<file path="src/rtl/mem_stage.sv">
// LC-3b memory stage: runs LDR/LDB/LDI/STR/STB/STI against a handshaked data memory
// and registers a single writeback bundle per retired instruction.
module mem_stage (
    input  logic        clk,
    input  logic        rst_n,
    input  logic        valid_in,
    input  logic [3:0]  opcode,
    input  logic [15:0] addr,
    input  logic [15:0] store_data,
    input  logic [15:0] ex_result,
    input  logic [2:0]  dest_in,
    input  logic        dmem_resp,
    input  logic [15:0] dmem_rdata,
    output logic        dmem_read,
    output logic        dmem_write,
    output logic [15:0] dmem_addr,
    output logic [15:0] dmem_wdata,
    output logic [1:0]  dmem_byte_enable,
    output logic        stall,
    output logic        wb_valid,
    output logic [2:0]  wb_dest,
    output logic [15:0] wb_data,
    output logic        wb_regwrite
);

    localparam logic [3:0] OpBr   = 4'b0000;
    localparam logic [3:0] OpLdb  = 4'b0010;
    localparam logic [3:0] OpStb  = 4'b0011;
    localparam logic [3:0] OpLdr  = 4'b0110;
    localparam logic [3:0] OpStr  = 4'b0111;
    localparam logic [3:0] OpLdi  = 4'b1010;
    localparam logic [3:0] OpSti  = 4'b1011;
    localparam logic [3:0] OpJmp  = 4'b1100;
    localparam logic [3:0] OpTrap = 4'b1111;

    typedef enum logic [1:0] {StIdle, StAcc1, StAcc2} state_e;

    state_e      state_q;
    logic [15:0] ptr_q;
    logic        wb_valid_q;
    logic [2:0]  wb_dest_q;
    logic [15:0] wb_data_q;
    logic        wb_regwrite_q;

    logic is_ldr, is_ldb, is_ldi, is_str, is_stb, is_sti;
    logic is_mem, is_word, is_ind, is_load, is_store, no_regwrite;
    logic [15:0] ldb_byte;

    assign is_ldr      = (opcode == OpLdr);
    assign is_ldb      = (opcode == OpLdb);
    assign is_ldi      = (opcode == OpLdi);
    assign is_str      = (opcode == OpStr);
    assign is_stb      = (opcode == OpStb);
    assign is_sti      = (opcode == OpSti);
    assign is_load     = is_ldr | is_ldb | is_ldi;
    assign is_store    = is_str | is_stb | is_sti;
    assign is_mem      = is_load | is_store;
    assign is_word     = is_ldr | is_ldi | is_str | is_sti;
    assign is_ind      = is_ldi | is_sti;
    assign no_regwrite = (opcode == OpBr) | (opcode == OpJmp) | (opcode == OpTrap) | is_store;
    assign ldb_byte    = addr[0] ? {8'h00, dmem_rdata[15:8]} : {8'h00, dmem_rdata[7:0]};

    // Strobes decode from state plus the held upstream inputs; IDLE drives everything low,
    // so the asynchronous reset clears them immediately.
    always_comb begin
        dmem_read        = 1'b0;
        dmem_write       = 1'b0;
        dmem_addr        = 16'h0000;
        dmem_wdata       = 16'h0000;
        dmem_byte_enable = 2'b00;
        stall            = 1'b0;
        unique case (state_q)
            StIdle: begin
                stall = rst_n & valid_in & is_mem;
            end
            StAcc1: begin
                dmem_addr = is_word ? (addr & 16'hFFFE) : addr;
                stall     = ~(dmem_resp & ~is_ind);
                if (is_str) begin
                    dmem_write       = 1'b1;
                    dmem_byte_enable = 2'b11;
                    dmem_wdata       = store_data;
                end else if (is_stb) begin
                    dmem_write       = 1'b1;
                    dmem_byte_enable = addr[0] ? 2'b10 : 2'b01;
                    dmem_wdata       = {store_data[7:0], store_data[7:0]};
                end else begin
                    dmem_read = 1'b1;
                end
            end
            StAcc2: begin
                dmem_addr = ptr_q & 16'hFFFE;
                stall     = ~dmem_resp;
                if (is_sti) begin
                    dmem_write       = 1'b1;
                    dmem_byte_enable = 2'b11;
                    dmem_wdata       = store_data;
                end else begin
                    dmem_read = 1'b1;
                end
            end
            default: ;
        endcase
    end

    always_ff @(posedge clk or negedge rst_n) begin
        if (!rst_n) begin
            state_q       <= StIdle;
            ptr_q         <= 16'h0000;
            wb_valid_q    <= 1'b0;
            wb_dest_q     <= 3'd0;
            wb_data_q     <= 16'h0000;
            wb_regwrite_q <= 1'b0;
        end else begin
            wb_valid_q <= 1'b0;
            unique case (state_q)
                StIdle: begin
                    if (valid_in) begin
                        if (is_mem) begin
                            state_q <= StAcc1;
                        end else begin
                            wb_valid_q    <= 1'b1;
                            wb_dest_q     <= dest_in;
                            wb_data_q     <= ex_result;
                            wb_regwrite_q <= ~no_regwrite;
                        end
                    end
                end
                StAcc1: begin
                    if (dmem_resp) begin
                        if (is_ind) begin
                            ptr_q   <= dmem_rdata;
                            state_q <= StAcc2;
                        end else begin
                            state_q       <= StIdle;
                            wb_valid_q    <= 1'b1;
                            wb_dest_q     <= dest_in;
                            wb_regwrite_q <= is_load;
                            wb_data_q     <= is_ldb ? ldb_byte : (is_load ? dmem_rdata : 16'h0000);
                        end
                    end
                end
                StAcc2: begin
                    if (dmem_resp) begin
                        state_q       <= StIdle;
                        wb_valid_q    <= 1'b1;
                        wb_dest_q     <= dest_in;
                        wb_regwrite_q <= is_ldi;
                        wb_data_q     <= is_ldi ? dmem_rdata : 16'h0000;
                    end
                end
                default: state_q <= StIdle;
            endcase
        end
    end

    assign wb_valid    = wb_valid_q;
    assign wb_dest     = wb_dest_q;
    assign wb_data     = wb_data_q;
    assign wb_regwrite = wb_regwrite_q;

endmodule

</file>
<file path="config.mk">
export PLATFORM = sky130hd
export DESIGN_NAME = mem_stage
export DESIGN_NICKNAME = d
export VERILOG_FILES = /design/src/rtl/mem_stage.sv
export SDC_FILE = /design/constraint.sdc
export NUM_CORES = 1
export LEC_CHECK = 0
export BUFFER_PORTS_ARGS = -buffer_cell sky130_fd_sc_hd__buf_2
export CAP_MARGIN = 20
export CORE_ASPECT_RATIO = 0.9
export CORE_MARGIN = 2
export CORE_UTILIZATION = 46
export CTS_BUF_LIST = sky130_fd_sc_hd__clkbuf_16
export CTS_CLUSTER_SIZE = 20
export DETAILED_ROUTE_END_ITERATION = 10
export PLACE_DENSITY = 0.81
export REMOVE_ABC_BUFFERS = 1
export SETUP_SLACK_MARGIN = 0.02
export SLEW_MARGIN = 10
export SYNTH_ARGS = -nofsm -noshare
export SYNTH_HDL_FRONTEND = slang
export SYNTH_SLANG_ARGS = --single-unit
</file>
<file path="constraint.sdc">
create_clock -name clk -period 2.15 [get_ports clk]
set_input_delay 0.1075 -clock clk [delete_from_list [all_inputs] [get_ports clk]]
set_output_delay 0.1075 -clock clk [all_outputs]
set_load 0.005 [all_outputs]
</file>
; ---- After elaboration in Yosys (flattened, before gate mapping)
; Index checks and enable logic that the tools add are counted.
[op_classes]
add_sub_neg = 0
multipliers = 0
div = 0
magnitude_cmp = 0
n_eq_ne = 16
shift = 0
n_mux = 54
bitwise_logic = 19
reduce_logical = 6
[op_table]
columns = cell, n
row1 = $mux 16, 11
row2 = $pmux 16 s2, 2
row3 = $pmux 16 s3, 1
row4 = $mux 2, 9
row5 = $mux 1, 17
row6 = $eq 4x4->1 const B, 4
row7 = $mux 3, 5
row8 = $ne 2x2->1 const B, 6
row9 = $or 1x1->1, 12
row10 = $pmux 1 s3, 3
row11 = $pmux 3 s3, 1
row12 = $eq 4x2->1 const B, 2
row13 = $eq 4x3->1 const B, 2
row14 = $mux 8, 1
row15 = $pmux 2 s3, 1
row16 = $reduce_and 6->1, 1
row17 = $logic_not 4->1, 1
row18 = $not 1->1, 4
row19 = $pmux 1 s2, 2
row20 = $pmux 2 s2, 1
row21 = $reduce_and 4->1, 1
row22 = $and 1x1->1, 3
row23 = $reduce_and 3->1, 1
row24 = $reduce_bool 3->1, 1
row25 = 3 further kinds, 3
[word_totals]
regBits = 39
latch_bits = 0
ram_bits = 0
rom_bits = 0
in_bits = 75
out_inout_bits = 58
wordCells = 101
n_memories = 0

; ---- Longest topological paths before layout
; Gate-level depths: netlist of the first run.
[depth]
depth_word = 8
mapped_depth = 8
mapped_depth_nobuf = 6

; ---- Worst setup path before layout of the first run
; OpenSTA, ideal clock, no wires.
[synth_path]
path_kind = register -> register
from = reg state_q[0]
to = reg wb_data_q[10], in the netlist wb_data[10]
setup_time_ps = 125
t_arrival_ps = 1853
t_required_ps = 2025
setup_slack_ps = 172
path_stages_with_launch = 8
n_path_buf = 1
synth_period_minus_slack_ps = 1978
path_cell_list = dfrtp_1 > inv_1 > ha_1 > o21ba_4 > a211o_4 > or2_4 > buf_6 > mux2_4
[synth_between]
elab_chain_cells = 3
word_cells_on_any_way = 11
classes_between = 7 x eq/ne / 1 x mux / 3 x reduce/logical
[synth_rtl]
columns = item, line_no
row1 = from (decl), 38  ; state_e state_q;
row2 = from (signal assigned), 108  ; state_q <= StIdle;
row3 = from (signal assigned), 120  ; state_q <= StAcc1;
row4 = from (signal assigned), 133  ; state_q <= StAcc2;
row5 = "$eq 2x1->1, or another cell as far along", 116  ; unique case (state_q)
row6 = $ne 2x2->1 (no line) or $reduce_bool 3->1 (tied branches), --
row7 = $reduce_and 6->1 (no line), --
row8 = to (signal assigned), 124  ; wb_data_q <= ex_result;
row9 = to (signal assigned), 139  ; wb_data_q <= is_ldb ? ldb_byte : (is_load ? dmem_rdata : 16'h0000);
row10 = to (signal assigned), 149  ; wb_data_q <= is_ldi ? dmem_rdata : 16'h0000;
row11 = to (decl), 42  ; logic [15:0] wb_data_q;
; Parallel ways exist; a longest one is shown, timed or not.
; A chain may end at the register's enable or synchronous reset.

; ---- Worst setup path after layout of the first run
[layout_path]
from = reg state_q[1]
to = out dmem_byte_enable[0]
[layout_between]
elab_chain_cells = 2
word_cells_on_any_way = 3
classes_between = 2 x eq/ne / 1 x mux
[layout_rtl]
columns = item, line_no
row1 = $eq 2x2->1 or $eq 2x1->1 (tied branches), 72  ; unique case (state_q)
row2 = $pmux 2 s2 *, 72
row3 = to (decl), 18  ; output logic [1:0] dmem_byte_enable,
; Mark *: on every way between the ends. The rest lies on a longest branch, timed or not.

==> summary.md, run 1 <==
| Metric | Value |
|---|---|
| Synth warnings | `0` |
| Actual slew at the worst max-slew pin | `around 0.49 ns` |
| Worst path cell trace | `inv_2 -> ha_4 -> buf_4 -> nor3b_4 -> o21a_2 -> o21a_1 -> buf_2` |
| Pwr dens | `~1100 nW/um^2` |
| Reg2reg path depth | `6` |
| Placed instance area | `3330 sq um` |
| Area grow syn2layout | `36.8%` |
| GRT overflow | `0` |
| Unrepaired setup endpoints after global routing | `yes` |
| Vias | `~2700` |
| Final net count | `just under 500` |
| Slew Limit Fails | `0` |
| CTS sink count | `38` |
| WL per Instance | `~17 um` |
| Slowest stage delay, CP | `between 0.4 and 0.5 ns` |
| Final hold vios | `0` |
| CTS max path bufs | `2` |
| Drt first pass iters | `4` |
| Syn Area/Cell | `9.58 sq um` |
| I/O Buffers | `approximately 130` |
| Crit path max fanout | `11` |
| Slowest-stage cell, CP | `dfrtp_1` |
| Ranking of synthesized cells by area | `dfrtp_1 (36%), mux2_2 (6.9%), mux2_4 (6.3%)` |
| Critical R2R Launch | `state_q[0]` |
| Slew headroom | `0.673` |
| Area share of the largest cell type after synthesis | `0.364` |
| TritonCTS clock tree | `done` |
| CP top delay family | `compound AO/OA/AOI/OAI gates` |
| Filler cells | `roughly 460` |
| Post-synth top area cell | `dfrtp_1` |
| Synthesized instance count | `273` |
| Crit Path Class | `reg2out` |
| DP HPWL | `~5700 um` |
| Reg area | `~950 sq um` |
| Post-Syn Area | `roughly 2600 sq um` |
| Worst min-delay path category | `in2reg` |
| DR vias/cell | `5.64` |
| Die Footprint | `roughly 6300 sq um` |
| Buf/Inv on CP | `3` |
| Drc violations | `0` |
| Sequential fraction of the synthesis area | `0.364` |
| Vias in the first global route | `2346` |
| Type of origin of the critical path | `flop` |
| Max IR drop VDD | `slightly above 0.7 mV` |
| Multi-input logic area | `roughly 1500 sq um` |
| DIE WIDTH | `~83 um` |
| CTS Root Cell | `clkbuf_16` |
| # IOs | `between 100 and 150` |
| CTS clk-pin slew, worst paths | `~0.060 ns` |
| Synth unique cells | `between 40 and 50` |
| Fmax | `around 490 MHz` |
| Row count | `26` |
| Gp weighted congestion | `between 0.9 and 1` |
| Worst setup path end | `dmem_byte_enable[0]` |
| DRT Wirelength | `~8000 um` |
| CP Data Required Time | `slightly above 2 ns` |
| Top FF cell, synth | `dfrtp_1` |
| Initial drt markers | `162` |
| WP data arrival | `a little under 2 ns` |
| Num CTS Buffers | `5` |
| Final instance area | `roughly 3600 sq um` |
| Async S/R FF share, synth | `1.00` |
| Initial antenna violation count | `0` |
| Ratio of cells with drive above 1 in the final layout | `0.482` |
| EDFF count, synth | `0` |
| First-pass GRT wire length | `approximately 12000 um` |
| Fin Hold WS | `~0.056 ns` |
| Min Clock Period, post-route | `approximately 2.1 ns` |
| # H-tree levels | `2` |
| Core Box Area | `roughly 5600 sq um` |
| Total track usage | `0.231` |
| Initial core utilization | `0.467` |
| Register bit total from synthesis | `38` |
| Status | `finished, final reports clean` |
| Setup-failing EPs final | `0` |
| Largest net degree at the start of global routing | `39` |
| Worst-Skew Late Latency | `about 0.28 ns` |
| Number of max-cap violations | `0` |
| Antenna viol nets, final | `0` |
| Worst setup path start | `state_q[1]` |
| R2R Path End | `wb_data[13]` |
| Diodes inserted | `0` |
| Period utilisation layout | `0.957` |
| Critical path depth in cells | `7` |
| R2r setup slk | `roughly 0.12 ns` |
| CP Capture Type | `output pin` |
| Total power | `between 3 and 4 mW` |
| Leakage Power | `approximately 1.9 nW` |
| Clock Skew | `slightly below 0.003 ns` |
| DIE HEIGHT | `between 70 and 80 um` |
## flip-flops by register name, indices dropped and copies added (netlist names)
name and cells:
ptr_q 15, state_q 2, wb_data 16, wb_dest 3
wb_regwrite 1, wb_valid 1
## cell usage after synthesis (2+ instances only)
| master | count |
|---|---|
| a22o_1 | 15 |
| and2_1 | 13 |
| a21boi_0 | 9 |
| a31oi_1 | 4 |
| nand2_1 | 14 |
| buf_6 | 2 |
| mux2_2 | 16 |
| a21oi_1 | 6 |
| ha_1 | 4 |
| o221ai_1 | 8 |
| nand3_1 | 10 |
| nor2_1 | 14 |
| buf_4 | 3 |
| o22ai_1 | 9 |
| o21ai_0 | 12 |
| buf_2 | 5 |
| and3_1 | 2 |
| inv_1 | 21 |
| o31ai_1 | 16 |
| o21a_1 | 2 |
| clkbuf_1 | 12 |
| a41oi_1 | 5 |
| mux2_4 | 11 |
| dfrtp_1 | 38 |
## routing by layer
layer,part of all wire,GRT usage
met5,0,0
met2,0.50,0.375
met3,0.062,0.0401
met4,0.0087,0.0538
met1,0.43,0.329
## where the power goes
group	switching (mW)	internal, mW	leakage (nW)
Clock	0.274	0.542	0.0836
Sequential	0.195	1.06	0.474
Combinational	0.922	0.994	1.30
Total	1.39	2.59	1.86
## cell usage in the layout (no fill, tap or decap), drive strengths merged, types with 2 or more instances in the layout
| master | count |
|---|---|
| a41oi | 5 |
| o31ai | 16 |
| o221ai | 8 |
| o21a | 2 |
| o22ai | 9 |
| nand2 | 15 |
| nand3 | 10 |
| nor2 | 14 |
| nor3b | 2 |
| dfrtp | 38 |
| mux2 | 27 |
| or2 | 3 |
| and2 | 14 |
| a31oi | 4 |
| o21ai | 12 |
| a22o | 15 |
| clkinv | 2 |
| a21boi | 9 |
| and3 | 2 |
| ha | 4 |
| a21oi | 6 |
| inv | 21 |
| buf | 147 |
| clkbuf | 5 |
## kinds of logic after synthesis
family          Yosys count  synth area share
flops                    38             0.364
mux                      27             0.132
fa+ha+maj                 4            0.0191
buf+inv                  44            0.0761
simple gates             66             0.140
xor+xnor                  1           0.00335
compound gates           93             0.266
## how the worst min path moves through the flow
stage / from / end / slack, ns / cells after the start
after floorplan: rst_n / ptr_q[10] / -0.19 / 0
after global placement: rst_n / wb_regwrite / 0.21 / 2
after detailed placement: rst_n / wb_regwrite / 0.22 / 2
after CTS: dest_in[0] / wb_dest[0] / 0.06 / 2
after global routing: dest_in[2] / wb_dest[2] / 0.05 / 2
final: dest_in[0] / wb_dest[0] / 0.06 / 2
## through the flow
stage | setup TNS [ns] | std cells | utilization | setup slack, ns
after global routing | -0.0482 | 477 | 0.640 | -0.0214
final | 0 | 477 | 0.640 | 0.0915
after global placement | 0 | 464 | 0.596 | 0.0931
after CTS | 0 | 474 | 0.630 | 0.0225
after detailed placement | 0 | 464 | 0.596 | 0.0601
after floorplan | -0.0917 | 250 | - | -0.0917
## final cells by class
type | instances | share of cell area
Multi-Input combinational cell | 192 | 0.420
Sequential cell | 38 | 0.266
Timing Repair Buffer | 148 | 0.221
Clock buffer | 5 | 0.0350
Tap cell | 70 | 0.0245
Inverter | 21 | 0.0220
Clock inverter | 3 | 0.0112
## repair_timing
action / 4_1_cts / 5_1_grt
resized for setup: 3 / 16
endpoints found under the setup margin: 19 / 42
hold buffers: 1 / 0
setup buffers: 1 / 2
hold endpoints to repair: 38 / 0
pin swaps: 0 / 2
cloned: 0 / 1
Power figures use the tool's default switching activity.
==> inputs of run 2 (changes only) <==
CORE_MARGIN = 3   (was 2)
==> run 2 against run 1 <==
Critical path depth shrank 1. Sequential power is essentially flat. Clock skew up 0.0033 ns. Worst setup slack better by 0.0074 ns. First-iteration DRC count increased by 28%. Sequential share of layout area shrank 0.15 points. Fmax grew 0.36%. Worst hold slack improved by 0.0027 ns. Global-route usage increased by 0.70 points. Critical endpoint is now wb_data[13]. Highest routed layer unchanged.
==> summary.md, run 2 (same netlist as run 1, synthesis figures left out) <==
| Metric | Value |
|---|---|
| Antenna viol nets, final | `0 (unchanged)` |
| Num CTS Buffers | `5 (unchanged)` |
| DRT Wirelength | `8020 um (+1.4%)` |
| CP Capture Type | `flop` |
| Pwr dens | `1120 nW/um^2 (+0.59%)` |
| Final hold vios | `0 (unchanged)` |
| Fmax | `488 MHz (+0.36%)` |
| I/O Buffers | `132 (unchanged)` |
| Most frequent cells in the layout | `buf_2 (132), dfrtp_1 (37), inv_1 (20)` |
| Die Footprint | `6630 sq um (+5.1%)` |
| Core Box Area | `5380 sq um (-3.8%)` |
| R2r setup slk | `0.1 ns (-0.02 ns)` |
| Initial drt markers | `208 (+28%)` |
| Diodes inserted | `0 (unchanged)` |
| Cell total after placement | `464 (unchanged)` |
| Largest register FFs | `16 (unchanged)` |
| GRT overflow | `0 (unchanged)` |
| Min Clock Period, post-route | `2.05 ns (-0.00743 ns)` |
| CTS max path bufs | `2 (unchanged)` |
| Post-Layout Cell Count | `476 (-0.21%)` |
| WL met2 | `4060 um (+2.6%)` |
| Clock Skew | `0.00623 ns (+0.00335 ns)` |
| Status | `finished, final reports clean` |
| First-pass GRT wire length | `12900 um (+11%)` |
| Crit Path Class | `reg2reg` |
| Row count | `25 (-3.8%)` |
| Period utilisation layout | `0.954 (-0.00346)` |
| Initial antenna violation count | `0 (unchanged)` |
| Leakage Power | `1.88 nW (+0.87%)` |
| Largest net degree at the start of global routing | `39 (unchanged)` |
| CTS Root Cell | `clkbuf_16` |
| DIE WIDTH | `85.5 um (+2.4%)` |
| CTS clk-pin slew, worst paths | `0.06 ns (about the same)` |
| Type of origin of the critical path | `flop` |
| Unrepaired setup endpoints after global routing | `no` |
| Drt first pass iters | `4 (unchanged)` |
| Final net count | `487 (+0.41%)` |
| TritonCTS clock tree | `done` |
| Actual slew at the worst max-slew pin | `0.491 ns (+0.00148 ns)` |
| Fin Hold WS | `0.0591 ns (+0.00274 ns)` |
| CP Data Required Time | `2.31 ns (+0.27 ns)` |
| Most common cell after layout, fill and taps aside | `buf_2` |
| Setup-failing EPs final | `0 (unchanged)` |
| Drc violations | `0 (unchanged)` |
| # H-tree levels | `2 (unchanged)` |
| DIE HEIGHT | `77.5 um (+2.6%)` |
| WP data arrival | `2.21 ns (+0.26 ns)` |
| Top Metal Used | `met4` |
| Worst-Skew Late Latency | `0.28 ns (about the same)` |
| WL per Instance | `16.9 um (+1.6%)` |
| Worst min-delay path category | `in2reg` |
| Ratio of cells with drive above 1 in the final layout | `0.484 (+0.00254)` |
| Area grow syn2layout | `37.6%` |
| Number of max-cap violations | `0 (unchanged)` |
| Crit path max fanout | `20 (+9)` |
| Vias | `2664 (-0.89%)` |
| Total track usage | `0.238 (+0.00702)` |
| Total power | `4.03 mW (+1.2%)` |
| Slew Limit Fails | `0 (unchanged)` |
| Slew headroom | `0.672 (-0.000984)` |
| # IOs | `133 (unchanged)` |
| CTS sink count | `38 (unchanged)` |
| Initial core utilization | `0.486 (+0.0187)` |
| DR vias/cell | `5.60 (-0.68%)` |
| Filler cells | `464 (+1.3%)` |
| Gp weighted congestion | `0.806 (-11%)` |
| Max IR drop VDD | `0.565 mV (-21%)` |
| Metal3 WL | `586 um (+20%)` |
| DP HPWL | `6040 um (+5.2%)` |
| Met1 wire length | `3350 um (-1.5%)` |
| Vias in the first global route | `2569 (+9.5%)` |
run 2: cell count changes in the layout (fill, tap and decap cells not counted), sizes merged:
cell and change:
buf +3, or2 -1
run 2: final timing paths:
kind | startpoint | end | depth (start not counted)
max | state_q[0] | wb_data[13] | 6
min | dest_in[2] | wb_dest[2] | 2
max reg2reg | state_q[0] | wb_data[13] | 6
min reg2reg | wb_data[5] | wb_data[5] | 2
max in group asynchronous | rst_n | state_q[0] | 3
min in group asynchronous | rst_n | wb_data[0] | 3
run 2: stage by stage:
stage	utilization	setup TNS [ns]	area, sq um	setup WS [ns]
after floorplan	-	-0.0917	2490	-0.0917
after global placement	0.623	0	3350	0.164
after detailed placement	0.623	0	3350	0.107
after CTS	0.658	0	3540	0.0209
after global routing	0.669	0	3600	0.0194
final	0.669	0	3600	0.0990
run 2: critical path, stage by stage (launching register included):
cell     delay [ns]
dfrtp_2        0.41
inv_1          0.10
ha_2           0.23
o21ba_4        0.22
a211o_4        0.27
or2_4          0.35
mux2_4         0.33
run 2: power by group:
part	switching (mW)	leakage [nW]	internal, mW
logic	0.928	1.32	1.02
registers	0.195	0.474	1.06
clock network	0.287	0.0836	0.543
run 2: area by class of cell:
cell class | count | area (sq um) | share of cell area
multi-input combinational | 191 | 1510 | 0.418
sequential | 38 | 952 | 0.265
timing repair buffer | 151 | 813 | 0.226
clock buffer | 5 | 125 | 0.0348
tap | 67 | 83.8 | 0.0233
inverter | 21 | 78.8 | 0.0219
clock inverter | 3 | 40.0 | 0.0111
run 2: routing by layer:
layer	vias up	GRT usage
met5	-	0
met4	0	0.0380
met3	3	0.0499
met2	116	0.401
met1	1268	0.319
li1	1277	-
run 2: timing repair:
| action | in CTS | in global routing |
|---|---|---|
| pin swaps | 0 | 1 |
| buffers inserted | 1 | 2 |
| hold buffers | 1 | 0 |
| endpoints found under the hold margin | 38 | 0 |
| resized for setup | 1 | 18 |
| endpoints found under the setup margin | 15 | 35 |
